$ cat src/rtl/spi_master_periph_if.sv
// Purpose : PicoRV32 native memory bus bundle for the SPI master peripheral.
//           The address-decoder select (enable) is carried here too, so the
//           whole request/acknowledge path is one connection.
// Signals : enable     address-decoder select for this block
//           mem_valid  request valid
//           mem_instr  instruction fetch flag (ignored by the peripheral)
//           mem_wstrb  byte write strobes, 0000 = read
//           mem_wdata  write data
//           mem_addr   byte address, [3:2] picks the register
//           mem_ready  single-cycle acknowledge from the peripheral
//           mem_rdata  read data, zero whenever mem_ready is low
interface spi_master_periph_if;
    logic        enable;
    logic        mem_valid;
    logic        mem_instr;
    logic [3:0]  mem_wstrb;
    logic [31:0] mem_wdata;
    logic [31:0] mem_addr;
    logic        mem_ready;
    logic [31:0] mem_rdata;

    modport master (
        output enable, mem_valid, mem_instr, mem_wstrb, mem_wdata, mem_addr,
        input  mem_ready, mem_rdata
    );

    modport slave (
        input  enable, mem_valid, mem_instr, mem_wstrb, mem_wdata, mem_addr,
        output mem_ready, mem_rdata
    );
endinterface

$ cat src/rtl/spi_master_periph.sv
// Purpose : SPI master (mode 0, MSB first, 8-bit) on the PicoRV32 bus.
//           Writing DATA starts a transfer. The byte captured from MISO
//           lands in rx_data. Chip select follows CTRL[0] in software only.
// Ports   : i_clk        system clock
//           i_reset      asynchronous reset, active-high
//           bus          memory bus, slave side (see spi_master_periph_if)
//           o_spi_sclk   SPI clock, idles low
//           o_spi_mosi   master out
//           i_spi_miso   master in, sampled on rising SCLK
//           o_spi_cs_n   chip select, active-low, ~CTRL[0]
// Registers (mem_addr[3:2]): 0 DATA, 1 STATUS, 2 CTRL, 3 DIV
//
// state | meaning
// IDLE  | no transfer; DATA writes are accepted
// XFER  | shifting; SCLK toggles every DIV+1 clocks, 16 edges total
// DONE  | one cycle: publish rx byte, set rx_valid, park MOSI low
module spi_master_periph #(
    parameter logic [15:0] DEFAULT_DIV = 16'd49
) (
    input  logic               i_clk,
    input  logic               i_reset,
    spi_master_periph_if.slave bus,
    output logic               o_spi_sclk,
    output logic               o_spi_mosi,
    input  logic               i_spi_miso,
    output logic               o_spi_cs_n
);
    typedef enum logic [1:0] {IDLE, XFER, DONE} state_t;

    state_t      r_state;
    state_t      w_state_nxt;
    logic        r_ready;
    logic [31:0] r_rdata;
    logic        r_sclk;
    logic        r_mosi;
    logic        r_cs_en;
    logic [15:0] r_div;
    logic [15:0] r_div_cnt;
    logic [4:0]  r_edge_cnt;
    logic [7:0]  r_tx_shift;
    logic [7:0]  r_rx_shift;
    logic [7:0]  r_rx_data;
    logic        r_rx_valid;

    logic [1:0]  w_sel;
    logic        w_is_rd;
    logic        w_is_data_wr;
    logic        w_accept;
    logic        w_start;
    logic        w_tick;
    logic        w_busy;
    logic [31:0] w_rdata_nxt;

    assign w_sel        = bus.mem_addr[3:2];
    assign w_is_rd      = (bus.mem_wstrb == 4'b0000);
    assign w_is_data_wr = (w_sel == 2'd0) && !w_is_rd;
    assign w_busy       = (r_state != IDLE);
    // A DATA write while shifting is held off until the FSM is back in IDLE.
    assign w_accept     = bus.mem_valid && bus.enable && !r_ready &&
                          !(w_is_data_wr && w_busy);
    assign w_start      = w_accept && w_is_data_wr && bus.mem_wstrb[0];
    assign w_tick       = (r_state == XFER) && (r_div_cnt == r_div);

    assign bus.mem_ready = r_ready;
    assign bus.mem_rdata = r_rdata;
    assign o_spi_sclk    = r_sclk;
    assign o_spi_mosi    = r_mosi;
    assign o_spi_cs_n    = ~r_cs_en;

    wire w_unused = &{1'b0, bus.mem_instr, bus.mem_addr[31:4], bus.mem_addr[1:0],
                      bus.mem_wdata[31:16], bus.mem_wstrb[3:2]};

    always_comb begin
        w_rdata_nxt = 32'h0;
        if (w_accept && w_is_rd) begin
            case (w_sel)
                2'd0:    w_rdata_nxt = {24'h0, r_rx_data};
                2'd1:    w_rdata_nxt = {30'h0, r_rx_valid, w_busy};
                2'd2:    w_rdata_nxt = {31'h0, r_cs_en};
                default: w_rdata_nxt = {16'h0, r_div};
            endcase
        end
    end

    always_comb begin
        w_state_nxt = r_state;
        case (r_state)
            IDLE:    if (w_start) w_state_nxt = XFER;
            XFER:    if (w_tick && (r_edge_cnt == 5'd15)) w_state_nxt = DONE;
            DONE:    w_state_nxt = IDLE;
            default: w_state_nxt = IDLE;
        endcase
    end

    always_ff @(posedge i_clk or posedge i_reset) begin
        if (i_reset) r_state <= IDLE;
        else         r_state <= w_state_nxt;
    end

    always_ff @(posedge i_clk or posedge i_reset) begin
        if (i_reset) begin
            r_ready    <= 1'b0;
            r_rdata    <= 32'h0;
            r_sclk     <= 1'b0;
            r_mosi     <= 1'b0;
            r_cs_en    <= 1'b0;
            r_div      <= DEFAULT_DIV;
            r_div_cnt  <= 16'h0;
            r_edge_cnt <= 5'h0;
            r_tx_shift <= 8'h0;
            r_rx_shift <= 8'h0;
            r_rx_data  <= 8'h0;
            r_rx_valid <= 1'b0;
        end else begin
            r_ready <= w_accept;
            r_rdata <= w_rdata_nxt;

            if (w_accept && !w_is_rd && bus.mem_wstrb[0]) begin
                if (w_sel == 2'd2) r_cs_en    <= bus.mem_wdata[0];
                if (w_sel == 2'd3) r_div[7:0] <= bus.mem_wdata[7:0];
            end
            if (w_accept && !w_is_rd && bus.mem_wstrb[1] && (w_sel == 2'd3))
                r_div[15:8] <= bus.mem_wdata[15:8];

            if (w_accept && w_is_rd && (w_sel == 2'd0))
                r_rx_valid <= 1'b0;

            if (w_start) begin
                r_tx_shift <= bus.mem_wdata[7:0];
                r_mosi     <= bus.mem_wdata[7];
                r_div_cnt  <= 16'h0;
                r_edge_cnt <= 5'h0;
            end

            if (r_state == XFER) begin
                if (w_tick) begin
                    r_div_cnt  <= 16'h0;
                    r_sclk     <= ~r_sclk;
                    r_edge_cnt <= r_edge_cnt + 5'd1;
                    if (!r_sclk) begin
                        r_rx_shift <= {r_rx_shift[6:0], i_spi_miso};
                    end else if (r_edge_cnt != 5'd15) begin
                        // Mode 0: the next bit goes out on the falling edge.
                        r_tx_shift <= {r_tx_shift[6:0], 1'b0};
                        r_mosi     <= r_tx_shift[6];
                    end
                end else begin
                    r_div_cnt <= r_div_cnt + 16'd1;
                end
            end

            // Placed after the read-clear so a same-cycle set takes priority.
            if (r_state == DONE) begin
                r_rx_data  <= r_rx_shift;
                r_rx_valid <= 1'b1;
                r_mosi     <= 1'b0;
            end
        end
    end
endmodule

$ cat src/flat_wrapper.sv
// flat-port wrapper written by rule: the top's interface ports become plain ports
module spi_master_periph_flat 
#(
    parameter logic [15:0] DEFAULT_DIV = 16'd49
)
  (i_clk, i_reset, o_spi_sclk, o_spi_mosi, i_spi_miso, o_spi_cs_n, bus_enable, bus_mem_valid, bus_mem_instr, bus_mem_wstrb, bus_mem_wdata, bus_mem_addr, bus_mem_ready, bus_mem_rdata);
  spi_master_periph_if bus_i ();
  input  logic i_clk;
  input  logic i_reset;
  output logic o_spi_sclk;
  output logic o_spi_mosi;
  input  logic i_spi_miso;
  output logic o_spi_cs_n;
  input wire logic [$bits(bus_i.enable)-1:0] bus_enable;
  input wire logic [$bits(bus_i.mem_valid)-1:0] bus_mem_valid;
  input wire logic [$bits(bus_i.mem_instr)-1:0] bus_mem_instr;
  input wire logic [$bits(bus_i.mem_wstrb)-1:0] bus_mem_wstrb;
  input wire logic [$bits(bus_i.mem_wdata)-1:0] bus_mem_wdata;
  input wire logic [$bits(bus_i.mem_addr)-1:0] bus_mem_addr;
  output wire logic [$bits(bus_i.mem_ready)-1:0] bus_mem_ready;
  output wire logic [$bits(bus_i.mem_rdata)-1:0] bus_mem_rdata;
  assign bus_i.enable = bus_enable;
  assign bus_i.mem_valid = bus_mem_valid;
  assign bus_i.mem_instr = bus_mem_instr;
  assign bus_i.mem_wstrb = bus_mem_wstrb;
  assign bus_i.mem_wdata = bus_mem_wdata;
  assign bus_i.mem_addr = bus_mem_addr;
  assign bus_mem_ready = bus_i.mem_ready;
  assign bus_mem_rdata = bus_i.mem_rdata;
  spi_master_periph #(.DEFAULT_DIV(DEFAULT_DIV)) u_core (.i_clk(i_clk), .i_reset(i_reset), .bus(bus_i), .o_spi_sclk(o_spi_sclk), .o_spi_mosi(o_spi_mosi), .i_spi_miso(i_spi_miso), .o_spi_cs_n(o_spi_cs_n));
endmodule
$ cat config.mk
export PLATFORM = sky130hd
export DESIGN_NAME = spi_master_periph_flat
export DESIGN_NICKNAME = d
export VERILOG_FILES = /design/src/rtl/spi_master_periph_if.sv /design/src/rtl/spi_master_periph.sv /design/src/flat_wrapper.sv
export SDC_FILE = /design/constraint.sdc
export NUM_CORES = 1
export LEC_CHECK = 0
export ABC_AREA = 1
export CORE_MARGIN = 3
export CORE_UTILIZATION = 45
export CTS_CLUSTER_DIAMETER = 100
export DETAILED_ROUTE_END_ITERATION = 8
export GPL_TIMING_DRIVEN = 0
export PLACE_DENSITY = 0.77
export SYNTH_ARGS = -nofsm -noshare
export SYNTH_HDL_FRONTEND = slang
export SYNTH_SLANG_ARGS = --single-unit
$ cat constraint.sdc
create_clock -name i_clk -period 2.65 [get_ports i_clk]
set_input_delay 0.53 -clock i_clk [delete_from_list [all_inputs] [get_ports i_clk]]
set_output_delay 0.53 -clock i_clk [all_outputs]
set_load 0.005 [all_outputs]
Yosys cells after proc, flatten, opt, wreduce, memory -nomap -nowiden
Cells that the tools add are included.
{"block": "word_totals", "wordCells": 81, "regBits": 100}
{"block": "classes", "n_reduce_logical": 29, "mux": 24, "bitwise_logic": 2, "n_addsub": 2, "n_eq_ne": 10}
{"cell": "16-bit 2-to-1 mux", "count": 4}
{"cell": "16-bit one-hot mux with 3 select lines", "count": 1}
{"cell": "8-bit 2-to-1 mux", "count": 5}
{"cell": "16-bit by 1-bit adder with 16-bit output (second input constant)", "count": 1}
{"cell": "16-bit equality test", "count": 1}
{"cell": "1-bit logical AND", "count": 15}
{"cell": "5-bit 2-to-1 mux", "count": 3}
{"cell": "1-bit 2-to-1 mux", "count": 8}
{"cell": "2-bit AND reduction", "count": 4}
{"cell": "2-bit equality test (second input constant)", "count": 3}
{"cell": "2-bit nonzero test", "count": 3}
{"cell": "5-bit by 1-bit adder with 5-bit output (second input constant)", "count": 1}
{"cell": "5-bit by 4-bit equality test with 1-bit output (second input constant)", "count": 1}
{"cell": "5-bit by 4-bit != test with 1-bit output (second input constant)", "count": 1}
{"cell": "2-bit by 1-bit equality test with 1-bit output (second input constant)", "count": 2}
{"cell": "2-bit logical NOT", "count": 2}
{"cell": "4-bit logical NOT", "count": 1}
{"cell": "2-bit 2-to-1 mux", "count": 2}
{"cell": "2-bit one-hot mux with 2 select lines", "count": 1}
{"cell": "1-bit logical NOT", "count": 3}
{"cell": "3-bit AND reduction", "count": 1}
{"cell": "2-bit by 1-bit != test with 1-bit output (second input constant)", "count": 1}
{"cell": "2-bit != test (second input constant)", "count": 1}
{"cell": "1-bit NOT", "count": 2}

Logic depth before layout (Yosys ltp)
Gate-level depths: netlist of the first run.
{"block": "logic_depth", "ltp_word": 14, "mapped_depth": 13, "ltp_nobuf": 12}

Worst setup path before layout of the first run
Ideal clock, no wire load.
{"block": "synth_timing", "path_type": "flip-flop to flip-flop", "from": "register u_core.r_edge_cnt[0]", "to": "register u_core.r_tx_shift[3]", "setup_time_ns": 0.119, "setup_slack_ns": 0.938, "path_stages_with_launch": 9, "n_path_buf": 1, "arrival_time_ns": 1.594, "path_cell_list": "dfrtp_1 > ha_1 > and3_1 > ha_1 > nor2_1 > nand4_2 > buf_2 > nand2_1 > o21ai_2"}
{"block": "synth_between", "elab_chain_cells": 5}
{"element": "from (decl)", "line_no": "spi_master_periph.sv:39", "rtl": "logic [4:0] r_edge_cnt;"}
{"element": "from (signal assigned)", "line_no": "spi_master_periph.sv:139", "rtl": "r_edge_cnt <= r_edge_cnt + 5'd1;"}
{"element": "5-bit by 4-bit != test with 1-bit output", "line_no": "spi_master_periph.sv:142", "rtl": "end else if (r_edge_cnt != 5'd15) begin"}
{"element": "8-bit 2-to-1 mux", "line_no": "spi_master_periph.sv:142"}
{"element": "8-bit 2-to-1 mux", "line_no": "spi_master_periph.sv:140", "rtl": "if (!r_sclk) begin"}
{"element": "8-bit 2-to-1 mux", "line_no": "spi_master_periph.sv:136", "rtl": "if (w_tick) begin"}
{"element": "8-bit 2-to-1 mux", "line_no": "spi_master_periph.sv:135", "rtl": "if (r_state == XFER) begin"}
{"element": "to (signal assigned)", "line_no": "spi_master_periph.sv:129", "rtl": "r_tx_shift <= bus.mem_wdata[7:0];"}
{"element": "to (signal assigned)", "line_no": "spi_master_periph.sv:144", "rtl": "r_tx_shift <= {r_tx_shift[6:0], 1'b0};"}
{"element": "to (decl)", "line_no": "spi_master_periph.sv:40", "rtl": "logic [7:0] r_tx_shift;"}
Every way passes these cells.
A chain may end at the register's enable or synchronous reset.

Final worst setup path of the first run
{"block": "layout_timing", "from": "register u_core.r_edge_cnt[0]", "to": "register u_core.r_tx_shift[6]"}
The elaborated chain is that of the path after synthesis.

==> flow_summary.toml, run 1 <==
[outcome]
status = "complete, no violations"

[yosys]
async_flop_share_pct = 100
yosys_warnings = 0
syn_area_um2 = 4360
synthCells = 513
synth_flop_cell = "dfrtp_1"
synth_area_per_cell_um2 = 8.50
ys_seq_area_share_pct = 47.7
synth_cell_types = 44
synth-edff-count = 0
synth-seq-cells = 83

[pwr]
p_sw_uw = 938
ir_worst_vdd_uv = 292
p_total_mw = 2.97
leakage_nw = 2.57
powerDensity_nw_per_um2 = 563
pwr-share-seq_pct = 50.9
p_int_mw = 2.03
pwr-share-comb_pct = 19.2
clkPwrFrac_pct = 30.0
sw_frac_of_total_pct = 31.6

[placed_design]
hpwl_mm = 7.32
dp_cells = 705
place_area_um2 = 5080
io_buffers = 46
place_congestion = 0.890
pre_cts_ws_ns = 0.327

[clock_network]
hold_buffers = 0
cts_buffers = 9
htreeDepth = 3
cts_tree = "done"
insertion_delay_ns = 0.37
ctsResizeCount = 0
cts.path.max_buffers = 2
cts.sinks = 83
post_cts_buffers = 0
cts-root-buf = "clkbuf_8"
clk_pin_slew_ns = 0.09

[sta]
timing.final.ws_setup_ns = 0.701
rsz0062_at_grt = "no"
final_max_slew_viol_count = 0
finalSetupViolCount = 0
min_period_ns = 1.95
post-route-period-util_pct = 73.6
finalClockSkew_ns = 0.0142
setup_tns_ns = 0
hold_violations = 0
fmax_ghz = 0.513
hold_ws_ns = 0.482

[worst_setup_path]
cp.required_ns = 2.90
critPathBufInv = 1
critPathSlowestCell = "dfrtp_1"
cp_max_fo = 10
crit_chain = "ha_1, and3_1, ha_1, nor2_1, nand4_2, buf_2, nand2_1, o21ai_1"
cp_top_family = "simple AND/OR/NAND/NOR gates"
cp_common_cell = "ha_1"
worstSetupPathType = "reg2reg"
crit_arrival_ns = 2.20
crit_path_end_kind = "register"
crit_path_max_incr_delay_ns = 0.42
startpoint_type = "register"

[route]
vias_per_cell = 4.81
antenna_left = 0
dr.pass1.iters = 4
drtIter0Drc = 177
vias = 3466
wl_per_cell_um = 13.1
routed_wirelength_mm = 9.48
remaining_drc_errors = 0

[die]
die_h_um = 104
die_w_um = 104
pin_count = 110
core_um2 = 9330
num_rows = 35
start_util_pct = 46.8
dieArea_um2 = 10900

[final_layout]
layout_commonest_cell = "nand2_1"
final_cell_mix = "131 x nand2_1, 80 x dfrtp_1, 62 x inv_1, 46 x clkdlybuf4s50_1, 33 x nor2_1"
drive_gt1_share_pct = 18.8
multiInputGateArea_um2 = 1810
nets = 664
post-route-cell-area_um2 = 5280
final_util_pct = 56.6
area_growth_pct = 20.9
fin_cells = 721
antennaDiodeCount = 0
final-seq-area_um2 = 2080
fill_cells = 871

[run]
maxCapViolations = 0

[grt]
antenna_found_initial = 0
grt_pass1_wl_mm = 16.3
grt_usage_pct = 18.4
grt_start_max_net_pins = 36
gr-total-overflow = 0
first_global_vias = 3499

[worst_hold_path]
worst_hold_path_type = "reg2reg"
==> synth_stat cells, types with 2 or more instances <==
master | n | share of area, %
a211oi_1 | 2 | 0.34
a21oi_1 | 3 | 0.34
a22oi_1 | 2 | 0.34
buf_12 | 2 | 0.92
buf_2 | 3 | 0.34
buf_4 | 18 | 3.1
buf_6 | 3 | 0.77
clkbuf_1 | 2 | 0.17
dfrtp_1 | 80 | 46
dfstp_2 | 3 | 1.8
ha_1 | 3 | 0.86
inv_1 | 63 | 5.4
inv_2 | 12 | 1.0
nand2_1 | 131 | 11
nand2_2 | 7 | 1.0
nand2_4 | 2 | 0.52
nand3_1 | 20 | 2.3
nand3b_1 | 2 | 0.34
nand4_1 | 6 | 0.86
nor2_1 | 33 | 2.8
nor2_2 | 8 | 1.1
nor3_1 | 7 | 0.80
o21ai_0 | 24 | 2.8
o21ai_1 | 23 | 2.6
o21ai_2 | 14 | 2.8
o22ai_1 | 2 | 0.29
o22ai_2 | 9 | 2.6
xnor2_1 | 2 | 0.40
xor2_1 | 12 | 2.4
==> cells by family after synthesis <==
| kind of cell | share of synthesized area [%] |
|---|---|
| and+or+nand+nor | 23.7 |
| buffers and inverters | 12.0 |
| DFF | 47.7 |
| AOI/OAI and AO/OA | 12.6 |
| xor gates and xnor gates | 2.81 |
| adders and majority gates | 0.861 |
| other | 0.0860 |
| muxes | 0.258 |
==> sequential cells by signal, indices dropped and copies added (netlist names) <==
name                  flops
u_core.r_tx_shift         7
u_core.o_spi_mosi         1
u_core.o_spi_sclk         1
u_core.r_rx_data          8
u_core.r_edge_cnt         5
u_core.bus.mem_rdata     16
u_core.r_div             16
u_core.r_rx_shift         8
u_core.r_rx_valid         1
u_core.r_state            2
u_core.r_div_cnt         16
u_core.bus.mem_ready      1
u_core.r_cs_en            1
==> metal layers <==
| layer | wire (um) | track usage [%] | vias up | share of wire [%] |
|---|---|---|---|---|
| met2 | 4570 | 30.5 | 90 | 48 |
| met1 | 4120 | 23.6 | 1625 | 44 |
| met5 | 0 | 0 | - | 0 |
| met4 | 197 | 6.65 | 0 | 2.1 |
| li1 | - | - | 1735 | - |
| met3 | 585 | 4.28 | 16 | 6.2 |
==> path summary, 6_finish.rpt <==
| path | startpoint | to | slack [ns] | cells after the start |
|---|---|---|---|---|
| hold / removal | u_core.r_div[0]$_DFFE_PP1P_ | u_core.r_div[0]$_DFFE_PP1P_ | 0.48 | 2 |
| setup reg to reg | u_core.r_edge_cnt[0]$_DFF_PP0_ | u_core.r_tx_shift[6]$_DFF_PP0_ | 0.70 | 8 |
| max in group asynchronous | i_reset | u_core.r_rx_shift[6]$_DFFE_PP0P_ | 1.44 | 4 |
| setup / recovery | u_core.r_edge_cnt[0]$_DFF_PP0_ | u_core.r_tx_shift[6]$_DFF_PP0_ | 0.70 | 8 |
| hold reg to reg | u_core.r_div[0]$_DFFE_PP1P_ | u_core.r_div[0]$_DFFE_PP1P_ | 0.48 | 2 |
| min in group asynchronous | i_reset | u_core.r_div[11]$_DFFE_PP0P_ | 0.50 | 2 |
==> power groups by stage <==
stage / Sequential, mW / Combinational [mW] / Clock, mW
2_1_floorplan: 1.50 / 0.421 / 0
3_3_place_gp: 1.53 / 0.544 / 0
3_5_place_dp: 1.53 / 0.571 / 0
4_1_cts: 1.51 / 0.574 / 0.904
5_1_grt: 1.53 / 0.658 / 0.949
6_report: 1.51 / 0.569 / 0.889
==> cell type report <==
class                           count  share of cell area (%)
Buffer                             28                    4.39
Clock buffer                       10                    2.61
Clock inverter                      6                    1.02
Inverter                           77                    5.62
Multi-Input combinational cell    340                    34.4
Sequential cell                    83                    39.4
Tap cell                          129                    3.06
Timing Repair Buffer               48                    9.49
==> worst register-to-register path: stages, from the launching register on <==
cell and delay [ns]:
dfrtp_1 0.42, ha_1 0.23, and3_1 0.19, ha_1 0.24, nor2_1 0.15, nand4_2 0.21
buf_2 0.26, nand2_1 0.09, o21ai_1 0.06
(Power assumes the default switching activity.)
==> run 2, diff against run 1 <==
clock period = 1.6 ns   (was 2.65 ns; I/O delays follow)
==> run 2 against run 1 <==
Effect of this change:
- count of clock-buffer cells in the layout stayed put
- the run now ends with negative setup slack left
- register-to-register slack lost 0.77 ns
- die area unchanged
- utilization increased by 6.7 points
- first-iteration DRC count increased by 15%
- highest routed layer unchanged
- worst hold slack worse by 0.21 ns
- sequential share of layout area decreased by 4.1 points
- clock power rose by 100%
- via count increased by 4.2%
- maximum frequency increased by 16%
- sequential power is 66% higher
==> flow_summary.toml, run 2 (synthesis results as in run 1) <==
[outcome]
status = "complete, but fails checks"
violations = "negative setup slack"

[sta]
hold_violations = 0
finalClockSkew_ns = 0.0111
rsz0062_at_grt = "yes"
post-route-period-util_pct = 105
min_period_ns = 1.67
finalSetupViolCount = 26
final_max_slew_viol_count = 0
fmax_ghz = 0.598
timing.final.ws_setup_ns = -0.0732

[pwr]
pwr-share-seq_pct = 45.2
clkPwrFrac_pct = 32.8
pwr-share-comb_pct = 22.1
p_int_mw = 3.90
ir_worst_vdd_uv = 646
sw_frac_of_total_pct = 29.7
leakage_nw = 2.88
powerDensity_nw_per_um2 = 941
p_sw_mw = 1.65
p_total_mw = 5.55

[route]
drtIter0Drc = 203
vias = 3610
wl_per_cell_um = 14.1
antenna_left = 0
remaining_drc_errors = 0
routed_wirelength_mm = 10.5
dr.pass1.iters = 4
vias_per_cell = 4.83

[placed_design]
place_congestion = 0.872
place_area_um2 = 5090
dp_cells = 705
hpwl_mm = 7.33
io_buffers = 46

[die]
num_rows = 35
dieArea_um2 = 10900
die_h_um = 104
start_util_pct = 46.8
die_w_um = 104
pin_count = 110
core_um2 = 9330

[grt]
gr-total-overflow = 0
grt_start_max_net_pins = 38
antenna_found_initial = 0
first_global_vias = 3632
met1_usage_pct = 23.9
grt-busiest-layer = "met2"
grt_usage_pct = 19.8
use_met2_pct = 33.9
grt_pass1_wl_mm = 17.3
globalRouteMet3Util_pct = 5.46

[final_layout]
drive_gt1_share_pct = 31.0
fill_cells = 767
layout_commonest_cell = "nand2_1"
nets = 691
antennaDiodeCount = 0
post-route-cell-area_um2 = 5900
final_cell_mix = "114 x nand2_1, 75 x dfrtp_1, 57 x inv_1, 40 x clkdlybuf4s50_1, 37 x buf_4"
final_util_pct = 63.2
fin_cells = 748
area_growth_pct = 35.2

[run]
maxCapViolations = 0

[clock_network]
cts.sinks = 83
htreeDepth = 3
cts.path.max_buffers = 2
clk_pin_slew_ns = 0.09
hold_buffers = 0
cts_buffers = 9
cts-root-buf = "clkbuf_8"
cts_tree = "done"
insertion_delay_ns = 0.37

[worst_setup_path]
startpoint_type = "register"
crit_path_max_incr_delay_ns = 0.56
crit_path_end_kind = "register"
crit_arrival_ns = 1.92
crit_chain = "inv_4, nand2_4, nand2_2, nor2_2, nand2_2, nor2_4, nand3_4, nand2_4, clkbuf_16, o22ai_2"
worstSetupPathType = "reg2reg"
r2r-start = "u_core.r_div[0]$_DFFE_PP1P_"
cp.required_ns = 1.84
critPathLaunch = "u_core.r_div[0]$_DFFE_PP1P_"
critPathSlowestCell = "dfstp_2"
worst-r2r-cell-count = 10
cp_max_fo = 5

[worst_hold_path]
worst_hold_path_type = "in2async"
-- run 2: cell count changes in the layout (fill, tap and decap cells not counted), moves of 5 or more --
cell | previous run | this run
dfrtp_2 | 0 | 5
dfrtp_1 | 80 | 75
nand2_4 | 2 | 9
clkdlybuf4s50_1 | 46 | 40
nand2_1 | 131 | 114
buf_6 | 3 | 8
buf_4 | 18 | 37
o21ai_1 | 23 | 18
nand2_2 | 7 | 17
o21ai_2 | 14 | 21
inv_1 | 62 | 57
nor2_1 | 33 | 22
nor2_4 | 1 | 10
-- run 2: worst paths after layout --
check	endpoint	slack [ns]
min in group i_clk	u_core.r_cs_en$_DFFE_PP0P_	0.37
max in group asynchronous	u_core.r_div_cnt[0]$_DFFE_PP0P_	0.60
min reg2reg	u_core.r_rx_shift[1]$_DFFE_PP0P_	0.49
max reg2reg	u_core.r_div_cnt[7]$_DFFE_PP0P_	-0.07
max	u_core.r_div_cnt[7]$_DFFE_PP0P_	-0.07
min	u_core.bus.mem_rdata[12]$_DFF_PP0_	0.27
-- run 2: final cells by class --
cell class              instances  area, um^2  share of cell area [%]
plain buffers                  28         260                    4.41
flip-flops and latches         83        2090                    35.4
multi-input cells             340        2070                    35.1
inverters                      77         303                    5.13
clock buffers                  10         128                    2.16
repair buffers                 75         774                    13.1
clock inverters                 6         113                    1.91
well taps                     129         161                    2.74
-- run 2: through the flow --
step	TNS [ns]	setup WS (ns)	hold slack, ns
floorplan	0	0.00230	0.441
global placement	-67.69	-0.576	0.461
detailed placement	-23.33	-0.499	0.463
CTS	-1.48	-0.102	0.276
global route	-4.78	-0.184	0.295
finish	-1.03	-0.0732	0.270
-- run 2: timing repair --
item,4_1_cts,5_1_grt
buffers inserted,17,7
resized for setup,46,52
pin swaps,10,15
endpoints found under the setup margin,52,79
cloned,2,2
-- run 2: worst max-delay path: cells and delay by family, from the launching register on --
family / cells / cell delay, ns
buffers and inverters: 2 / 0.22
and+or+nand+nor: 7 / 0.70
DFF: 1 / 0.56
AOI/OAI and AO/OA: 1 / 0.06
-- run 2: power groups by stage --
stage               Sequential [mW]  Combinational [mW]  Clock (mW)
floorplan                      2.48               0.697           0
global placement               2.53               0.913           0
detailed placement             2.53               0.948           0
CTS                            2.49                1.12        1.86
global route                   2.53                1.38        1.93
finish                         2.50                1.22        1.82
-- run 2: per-layer routing --
layer | wire, um | vias up
met3 | 571 | 20
li1 | - | 1791
met1 | 4470 | 1704
met5 | 0 | -
met2 | 5220 | 95
met4 | 267 | 0
